[src/rtl/cnn_layer_accel_job_ctrl_pkg.sv]
// Shared types and defaults for the CNN layer accelerator job controller.
package cnn_layer_accel_ctrl_pkg;

    localparam int C_JOB_PARAM_W_DEFAULT = 128;
    localparam int C_TIMEOUT_DEFAULT     = 1048576;

    typedef enum logic [2:0] {
        IDLE,
        START,
        WAIT_FREQ,
        DMA_REQ,
        FETCH,
        WAIT_DONE,
        ACK,
        ERR
    } job_ctrl_state_t;

    // Every state that waits on an external party is guarded by the watchdog.
    function automatic logic wd_active(job_ctrl_state_t s);
        return (s != IDLE) && (s != ERR);
    endfunction

endpackage

[src/rtl/cnn_layer_accel_job_ctrl_if.sv]
// Host descriptor, quad job, DMA request and status signals of the job controller.
interface cnn_layer_accel_job_ctrl_if #(
    parameter int C_JOB_PARAM_W = cnn_layer_accel_ctrl_pkg::C_JOB_PARAM_W_DEFAULT,
    parameter int C_CNT_W       = 16
);
    logic                     desc_valid;
    logic                     desc_ready;
    logic [C_JOB_PARAM_W-1:0] desc_data;
    logic                     job_start;
    logic                     job_accept;
    logic [C_JOB_PARAM_W-1:0] job_parameters;
    logic                     job_fetch_request;
    logic                     job_fetch_ack;
    logic                     job_fetch_complete;
    logic                     job_complete;
    logic                     job_complete_ack;
    logic                     dma_req_valid;
    logic                     dma_req_ready;
    logic                     dma_done;
    logic                     busy;
    logic [C_CNT_W-1:0]       jobs_done;
    logic                     timeout_err;

    modport master (
        input  desc_valid, desc_data, job_accept, job_fetch_request,
               job_complete, dma_req_ready, dma_done,
        output desc_ready, job_start, job_parameters, job_fetch_ack,
               job_fetch_complete, job_complete_ack, dma_req_valid,
               busy, jobs_done, timeout_err
    );

    modport slave (
        output desc_valid, desc_data, job_accept, job_fetch_request,
               job_complete, dma_req_ready, dma_done,
        input  desc_ready, job_start, job_parameters, job_fetch_ack,
               job_fetch_complete, job_complete_ack, dma_req_valid,
               busy, jobs_done, timeout_err
    );

endinterface

[src/rtl/cnn_layer_accel_job_ctrl_fifo.sv]
// Descriptor queue: synchronous FIFO with one push and one pop port.
module job_desc_fifo
    import cnn_layer_accel_ctrl_pkg::*;
#(
    parameter int C_WIDTH = C_JOB_PARAM_W_DEFAULT,
    parameter int C_DEPTH = 4
) (
    input  logic               clk_if,
    input  logic               rst,
    input  logic               push_i,
    input  logic [C_WIDTH-1:0] push_data_i,
    input  logic               pop_i,
    output logic [C_WIDTH-1:0] pop_data_o,
    output logic               full_o,
    output logic               empty_o
);
    localparam int            C_AW   = $clog2(C_DEPTH);
    localparam logic [C_AW:0] C_FULL = (C_AW + 1)'(C_DEPTH);

    logic [C_WIDTH-1:0] mem_q [C_DEPTH];
    logic [C_AW-1:0]    wr_ptr_q;
    logic [C_AW-1:0]    rd_ptr_q;
    logic [C_AW:0]      count_q;
    logic               push_ok;
    logic               pop_ok;

    assign full_o     = (count_q == C_FULL);
    assign empty_o    = (count_q == '0);
    assign push_ok    = push_i && !full_o;
    assign pop_ok     = pop_i && !empty_o;
    assign pop_data_o = mem_q[rd_ptr_q];

    // Pointers wrap naturally because the depth is a power of two.
    always_ff @(posedge clk_if) begin
        if (rst) begin
            wr_ptr_q <= '0;
            rd_ptr_q <= '0;
            count_q  <= '0;
        end else begin
            if (push_ok) wr_ptr_q <= wr_ptr_q + 1'b1;
            if (pop_ok)  rd_ptr_q <= rd_ptr_q + 1'b1;
            case ({push_ok, pop_ok})
                2'b10:   count_q <= count_q + 1'b1;
                2'b01:   count_q <= count_q - 1'b1;
                default: count_q <= count_q;
            endcase
        end
    end

    // NOTE: storage has no reset; an entry is never read before it is written,
    // so clearing it would only cost reset fan-out.
    always_ff @(posedge clk_if) begin
        if (push_ok) mem_q[wr_ptr_q] <= push_data_i;
    end

endmodule

[src/rtl/cnn_layer_accel_job_ctrl.sv]
// Job sequencer in front of cnn_layer_accel_quad: queues host descriptors,
// issues them one at a time, brokers the fetch/DMA handshake and closes each job.
module cnn_layer_accel_job_ctrl
    import cnn_layer_accel_ctrl_pkg::*;
#(
    parameter int C_JOB_PARAM_W = C_JOB_PARAM_W_DEFAULT,
    parameter int C_QUEUE_DEPTH = 4,
    parameter int C_TIMEOUT     = C_TIMEOUT_DEFAULT,
    parameter int C_CNT_W       = 16
) (
    input  logic                      clk_if,
    input  logic                      rst,
    cnn_layer_accel_job_ctrl_if.master bus
);
    localparam int                C_WD_W    = $clog2(C_TIMEOUT);
    localparam logic [C_WD_W-1:0] C_WD_LAST = C_WD_W'(C_TIMEOUT - 1);

    job_ctrl_state_t          state_q;
    logic [C_WD_W-1:0]        wd_q;
    logic                     job_start_q;
    logic [C_JOB_PARAM_W-1:0] job_params_q;
    logic                     fetch_ack_q;
    logic                     fetch_complete_q;
    logic                     complete_ack_q;
    logic                     dma_req_valid_q;
    logic [C_CNT_W-1:0]       jobs_done_q;
    logic                     timeout_err_q;

    logic                     fifo_full;
    logic                     fifo_empty;
    logic                     fifo_pop;
    logic [C_JOB_PARAM_W-1:0] fifo_head;

    assign fifo_pop = (state_q == IDLE) && !fifo_empty;

    job_desc_fifo #(
        .C_WIDTH (C_JOB_PARAM_W),
        .C_DEPTH (C_QUEUE_DEPTH)
    ) u_fifo (
        .clk_if      (clk_if),
        .rst         (rst),
        .push_i      (bus.desc_valid),
        .push_data_i (bus.desc_data),
        .pop_i       (fifo_pop),
        .pop_data_o  (fifo_head),
        .full_o      (fifo_full),
        .empty_o     (fifo_empty)
    );

    always_ff @(posedge clk_if) begin
        if (rst) begin
            state_q          <= IDLE;
            wd_q             <= '0;
            job_start_q      <= 1'b0;
            job_params_q     <= '0;
            fetch_ack_q      <= 1'b0;
            fetch_complete_q <= 1'b0;
            complete_ack_q   <= 1'b0;
            dma_req_valid_q  <= 1'b0;
            jobs_done_q      <= '0;
            timeout_err_q    <= 1'b0;
        end else begin
            // NOTE: non-blocking defaults followed by later overrides; the last
            // assignment in the block wins, which is how pulses and the
            // watchdog clear-on-transition are expressed.
            fetch_ack_q      <= 1'b0;
            fetch_complete_q <= 1'b0;
            wd_q             <= wd_active(state_q) ? wd_q + 1'b1 : '0;

            if (wd_active(state_q) && (wd_q == C_WD_LAST)) begin
                // Watchdog expiry beats any handshake seen in the same cycle.
                state_q         <= ERR;
                wd_q            <= '0;
                timeout_err_q   <= 1'b1;
                job_start_q     <= 1'b0;
                complete_ack_q  <= 1'b0;
                dma_req_valid_q <= 1'b0;
            end else begin
                case (state_q)
                    IDLE: if (!fifo_empty) begin
                        job_params_q <= fifo_head;
                        job_start_q  <= 1'b1;
                        state_q      <= START;
                        wd_q         <= '0;
                    end
                    START: if (bus.job_accept) begin
                        job_start_q <= 1'b0;
                        state_q     <= WAIT_FREQ;
                        wd_q        <= '0;
                    end
                    WAIT_FREQ: if (bus.job_fetch_request) begin
                        dma_req_valid_q <= 1'b1;
                        state_q         <= DMA_REQ;
                        wd_q            <= '0;
                    end
                    DMA_REQ: if (bus.dma_req_ready) begin
                        dma_req_valid_q <= 1'b0;
                        fetch_ack_q     <= 1'b1;
                        state_q         <= FETCH;
                        wd_q            <= '0;
                    end
                    FETCH: if (bus.dma_done) begin
                        fetch_complete_q <= 1'b1;
                        state_q          <= WAIT_DONE;
                        wd_q             <= '0;
                    end
                    WAIT_DONE: if (bus.job_complete) begin
                        complete_ack_q <= 1'b1;
                        state_q        <= ACK;
                        wd_q           <= '0;
                    end
                    ACK: if (!bus.job_complete) begin
                        complete_ack_q <= 1'b0;
                        jobs_done_q    <= jobs_done_q + 1'b1;
                        state_q        <= IDLE;
                        wd_q           <= '0;
                    end
                    ERR: state_q <= ERR;
                endcase
            end
        end
    end

    assign bus.desc_ready         = !fifo_full;
    assign bus.job_start          = job_start_q;
    assign bus.job_parameters     = job_params_q;
    assign bus.job_fetch_ack      = fetch_ack_q;
    assign bus.job_fetch_complete = fetch_complete_q;
    assign bus.job_complete_ack   = complete_ack_q;
    assign bus.dma_req_valid      = dma_req_valid_q;
    assign bus.busy               = (state_q != IDLE) || !fifo_empty;
    assign bus.jobs_done          = jobs_done_q;
    assign bus.timeout_err        = timeout_err_q;

endmodule

[src/flat_wrapper.sv]
// flat-port wrapper written by rule: the top's interface ports become plain ports
module cnn_layer_accel_job_ctrl_flat import cnn_layer_accel_ctrl_pkg::*;
#(
    parameter int C_JOB_PARAM_W = C_JOB_PARAM_W_DEFAULT,
    parameter int C_QUEUE_DEPTH = 4,
    parameter int C_TIMEOUT     = C_TIMEOUT_DEFAULT,
    parameter int C_CNT_W       = 16
)
  (clk_if, rst, bus_desc_valid, bus_desc_data, bus_job_accept, bus_job_fetch_request, bus_job_complete, bus_dma_req_ready, bus_dma_done, bus_desc_ready, bus_job_start, bus_job_parameters, bus_job_fetch_ack, bus_job_fetch_complete, bus_job_complete_ack, bus_dma_req_valid, bus_busy, bus_jobs_done, bus_timeout_err);
  cnn_layer_accel_job_ctrl_if #(.C_JOB_PARAM_W(C_JOB_PARAM_W), .C_CNT_W(C_CNT_W)) bus_i ();
  input  logic clk_if;
  input  logic rst;
  input wire logic [$bits(bus_i.desc_valid)-1:0] bus_desc_valid;
  input wire logic [$bits(bus_i.desc_data)-1:0] bus_desc_data;
  input wire logic [$bits(bus_i.job_accept)-1:0] bus_job_accept;
  input wire logic [$bits(bus_i.job_fetch_request)-1:0] bus_job_fetch_request;
  input wire logic [$bits(bus_i.job_complete)-1:0] bus_job_complete;
  input wire logic [$bits(bus_i.dma_req_ready)-1:0] bus_dma_req_ready;
  input wire logic [$bits(bus_i.dma_done)-1:0] bus_dma_done;
  output wire logic [$bits(bus_i.desc_ready)-1:0] bus_desc_ready;
  output wire logic [$bits(bus_i.job_start)-1:0] bus_job_start;
  output wire logic [$bits(bus_i.job_parameters)-1:0] bus_job_parameters;
  output wire logic [$bits(bus_i.job_fetch_ack)-1:0] bus_job_fetch_ack;
  output wire logic [$bits(bus_i.job_fetch_complete)-1:0] bus_job_fetch_complete;
  output wire logic [$bits(bus_i.job_complete_ack)-1:0] bus_job_complete_ack;
  output wire logic [$bits(bus_i.dma_req_valid)-1:0] bus_dma_req_valid;
  output wire logic [$bits(bus_i.busy)-1:0] bus_busy;
  output wire logic [$bits(bus_i.jobs_done)-1:0] bus_jobs_done;
  output wire logic [$bits(bus_i.timeout_err)-1:0] bus_timeout_err;
  assign bus_i.desc_valid = bus_desc_valid;
  assign bus_i.desc_data = bus_desc_data;
  assign bus_i.job_accept = bus_job_accept;
  assign bus_i.job_fetch_request = bus_job_fetch_request;
  assign bus_i.job_complete = bus_job_complete;
  assign bus_i.dma_req_ready = bus_dma_req_ready;
  assign bus_i.dma_done = bus_dma_done;
  assign bus_desc_ready = bus_i.desc_ready;
  assign bus_job_start = bus_i.job_start;
  assign bus_job_parameters = bus_i.job_parameters;
  assign bus_job_fetch_ack = bus_i.job_fetch_ack;
  assign bus_job_fetch_complete = bus_i.job_fetch_complete;
  assign bus_job_complete_ack = bus_i.job_complete_ack;
  assign bus_dma_req_valid = bus_i.dma_req_valid;
  assign bus_busy = bus_i.busy;
  assign bus_jobs_done = bus_i.jobs_done;
  assign bus_timeout_err = bus_i.timeout_err;
  cnn_layer_accel_job_ctrl #(.C_JOB_PARAM_W(C_JOB_PARAM_W), .C_QUEUE_DEPTH(C_QUEUE_DEPTH), .C_TIMEOUT(C_TIMEOUT), .C_CNT_W(C_CNT_W)) u_core (.clk_if(clk_if), .rst(rst), .bus(bus_i));
endmodule
[config.mk]
export PLATFORM = sky130hd
export DESIGN_NAME = cnn_layer_accel_job_ctrl_flat
export DESIGN_NICKNAME = d
export VERILOG_FILES = /design/src/rtl/cnn_layer_accel_job_ctrl_pkg.sv /design/src/rtl/cnn_layer_accel_job_ctrl_if.sv /design/src/rtl/cnn_layer_accel_job_ctrl_fifo.sv /design/src/rtl/cnn_layer_accel_job_ctrl.sv /design/src/flat_wrapper.sv
export SDC_FILE = /design/constraint.sdc
export NUM_CORES = 1
export LEC_CHECK = 0
export BUFFER_PORTS_ARGS = -buffer_cell sky130_fd_sc_hd__buf_2
export CAP_MARGIN = 30
export CORE_MARGIN = 2
export CORE_UTILIZATION = 30
export DETAILED_ROUTE_END_ITERATION = 8
export PLACE_DENSITY = 0.45
export SYNTH_ARGS = -nofsm -noshare
export SYNTH_HDL_FRONTEND = slang
export SYNTH_HIERARCHICAL = 1
export SYNTH_SLANG_ARGS = --single-unit
[constraint.sdc]
create_clock -name clk_if -period 6.5 [get_ports clk_if]
set_clock_uncertainty 0.15 [all_clocks]
set_input_delay 0.325 -clock clk_if [delete_from_list [all_inputs] [get_ports clk_if]]
set_output_delay 0.325 -clock clk_if [all_outputs]
set_load 0.05 [all_outputs]
==> run metrics <==
unrepaired setup endpoints after global routing=false; relative slew slack=37.7%; critical path, cell by cell=nor3_2 > nand2b_4 > inv_6 > o31ai_1 > inv_1 > ha_1 > inv_1 > fa_1 > xor2_1 > or3_1 > a21oi_1; Seq/Total Area, Yosys=74.2%; HPWL Detailed=36.6 mm; crit-path leading delay family=simple AND/OR/NAND/NOR gates; global-route wire length before repair=96.3 mm; clock transition at the registers of the reported paths=0.06 ns; CP Capture Type=flip-flop; status=complete, no violations; Gate Count Post-Synth=1536; Die Ht=296 µm; CP dominant cell by count=inv_1; Die X=296 µm; DR WL met3=3.55 mm; number of global-route vias before repair=15.4k; Synth Flop Type=edfxtp_1; setup ws final=2.73 ns; max-cap violations=0; WS Path Type=flip-flop to flip-flop; startpoint types=flip-flop; Final Hold Violating Endpoints=0; clk buf depth=3; Max FO, Critical Path=68; Netlist cell types=57; Num CTS Buffers=79; via/cell ratio=4.55; Final min period=3.77 ns; number of setup violations in the final report=0; WL met2=32.0 mm; clk root buf=clkbuf_16; clk_lat worst skew=0.61 ns; fin util=37.8%; cell area after synthesis=25600 µm²; layout cell share with drive strength beyond 1=28.4%; Synth area leaders=edfxtp_1 60%, dfxtp_1 14%, mux4_2 11%; fraction of registers with async set/reset=0%; HP Class=flip-flop to flip-flop; Crit path arrival time=4.16 ns; Comb pwr share=28.6%; Yosys top cell by area=edfxtp_1; routed wire length=64.4 mm; Buffers on Ports=287; Syn-to-layout area delta=25.3%; TritonCTS clock tree=built; clock power share=30.8%; Sw Share=34.9%; CTS Sinks=694; Yosys top cell area share=60.0%; Routability Congestion=0.719; Cell Pwr Density=437 nW/µm²; I/O pin count=288; number of routed nets with antenna violations=0; DRC Markers=0; fin cells=3191; leading cell type in the layout, fill and taps excluded=edfxtp_1; post-CTS sizing=0; DIE AREA=87800 µm²; Initial Util=30.2%; LEAKAGE=11.1 nW; period utilization=58.1%; Setup Slack @ Placement=2.67 ns; pin count of the biggest net entering global routing=69; YS warnings=6; synthesized flop and latch total=694; WL met1=27.7 mm; # H-tree levels=3; Wirelength per Cell=20.2 µm; final max-slew violation count=0; DR top layer=met5; placed insts=2904; initial antenna violation count=10; Pre-antenna DRT Iters=4; vias=14.5k; largest stage delay on the critical path=0.67 ns; Max Clk Rate=265 MHz; Max VDD drop=0.000280 V; Avg Cell Area, Syn=16.7 µm²; Post-synth EDFFs=512; row count=107; core area=84900 µm²; sequential power share=40.7%; Final #Nets=2122; Critical Path RT=6.89 ns; setup TNS=0 ns; total global-route track usage=14.7%; Hold WS=0.299 ns; Cell Int Power=0.00915 W; WP buf/inv=3; most frequent cells in the layout=512 x edfxtp_1, 286 x buf_2, 273 x nand2_1; Post-Syn Nets=1680; NetSw=0.00490 W; DR iter-0 viols=714; Worst Max-Slew Pin Slew=0.934 ns; Overflow after GRT=0; Crit-path slowest cell=inv_6
per-stage QoR:
| step | area (µm²) | total power, W |
|---|---|---|
| after global routing | 32100 | 0.0148 |
| after global placement | 28100 | 0.00983 |
| after detailed placement | 28200 | 0.00987 |
| after floorplan | 25600 | 0.00879 |
| after CTS | 32100 | 0.0143 |
| final | 32100 | 0.0141 |
tightest hold or removal path: stages (launching register included):
cell     delay (ns)
dfxtp_1        0.30
nand2_1        0.05
a21oi_1        0.05
final timing paths:
check	depth (start not counted)	start	to	slack, ns
max	11	u_core/state_q[1]	u_core/u_fifo/count_q[2]	2.73
min	2	u_core/bus.job_parameters[13]	u_core/bus.job_parameters[13]	0.30
max reg2reg	11	u_core/state_q[1]	u_core/u_fifo/count_q[2]	2.73
min reg2reg	2	u_core/bus.job_parameters[13]	u_core/bus.job_parameters[13]	0.30
synthesized netlist by cell type, types with 8 or more instances:
library cell and count:
inv_1 14, dfxtp_1 182, nor2_1 44, nand2_1 273, o21ai_0 13, buf_2 24
xor2_1 16, a21oi_1 150, clkbuf_1 36, nand3_1 12, buf_12 10, or3_1 8
edfxtp_1 512, mux4_2 128
layer usage:
layer	global-route usage [%]	vias to the layer above
li1	-	6710
met1	18.2	7466
met2	25.2	262
met3	3.93	79
met4	3.98	10
met5	0	-
power groups by stage:
stage,logic (W),registers [W],clock network (W)
floorplan,0.00194,0.00685,0
finish,0.00401,0.00571,0.00432
global placement,0.00402,0.00581,0
global route,0.00435,0.00580,0.00465
CTS,0.00413,0.00574,0.00448
detailed placement,0.00405,0.00582,0
layout make-up:
| cell class | count | area [µm²] |
|---|---|---|
| fill | 8061 | 52800 |
| tap | 1144 | 1430 |
| sequential | 694 | 19000 |
| clock buffer | 109 | 2230 |
| inverter | 14 | 57.6 |
| antenna | 5 | 12.5 |
| timing repair buffer | 443 | 3030 |
| multi-input combinational | 746 | 6040 |
| clock inverter | 36 | 294 |
logic make-up after synthesis:
group,after synthesis,share of synthesized area (%)
buf+inv,96,2.33
mux,134,11.5
compound gates,180,3.82
simple gates,401,6.97
flops,694,74.2
fa+ha+maj,8,0.420
xor+xnor,23,0.786
registers in the layout (all words and copies together), names as in the netlist, named ones only:
register and count:
u_core/u_fifo/rd_ptr_q 2, u_core/u_fifo/mem_q 512, u_core/bus.dma_req_valid 1, u_core/bus.jobs_done 16
u_core/bus.job_complete_ack 1, u_core/bus.job_parameters 128, u_core/state_q 3, u_core/u_fifo/wr_ptr_q 2
u_core/bus.job_start 1, u_core/bus.job_fetch_complete 1, u_core/u_fifo/count_q 3, u_core/bus.job_fetch_ack 1
u_core/wd_q 20, u_core/bus.timeout_err 1
what timing repair did:
| item | CTS | global route |
|---|---|---|
| endpoints found under the hold margin | 556 | 0 |
| hold buffers | 135 | 0 |
| setup buffers | 0 | 0 |
Power figures use the tool's default switching activity.
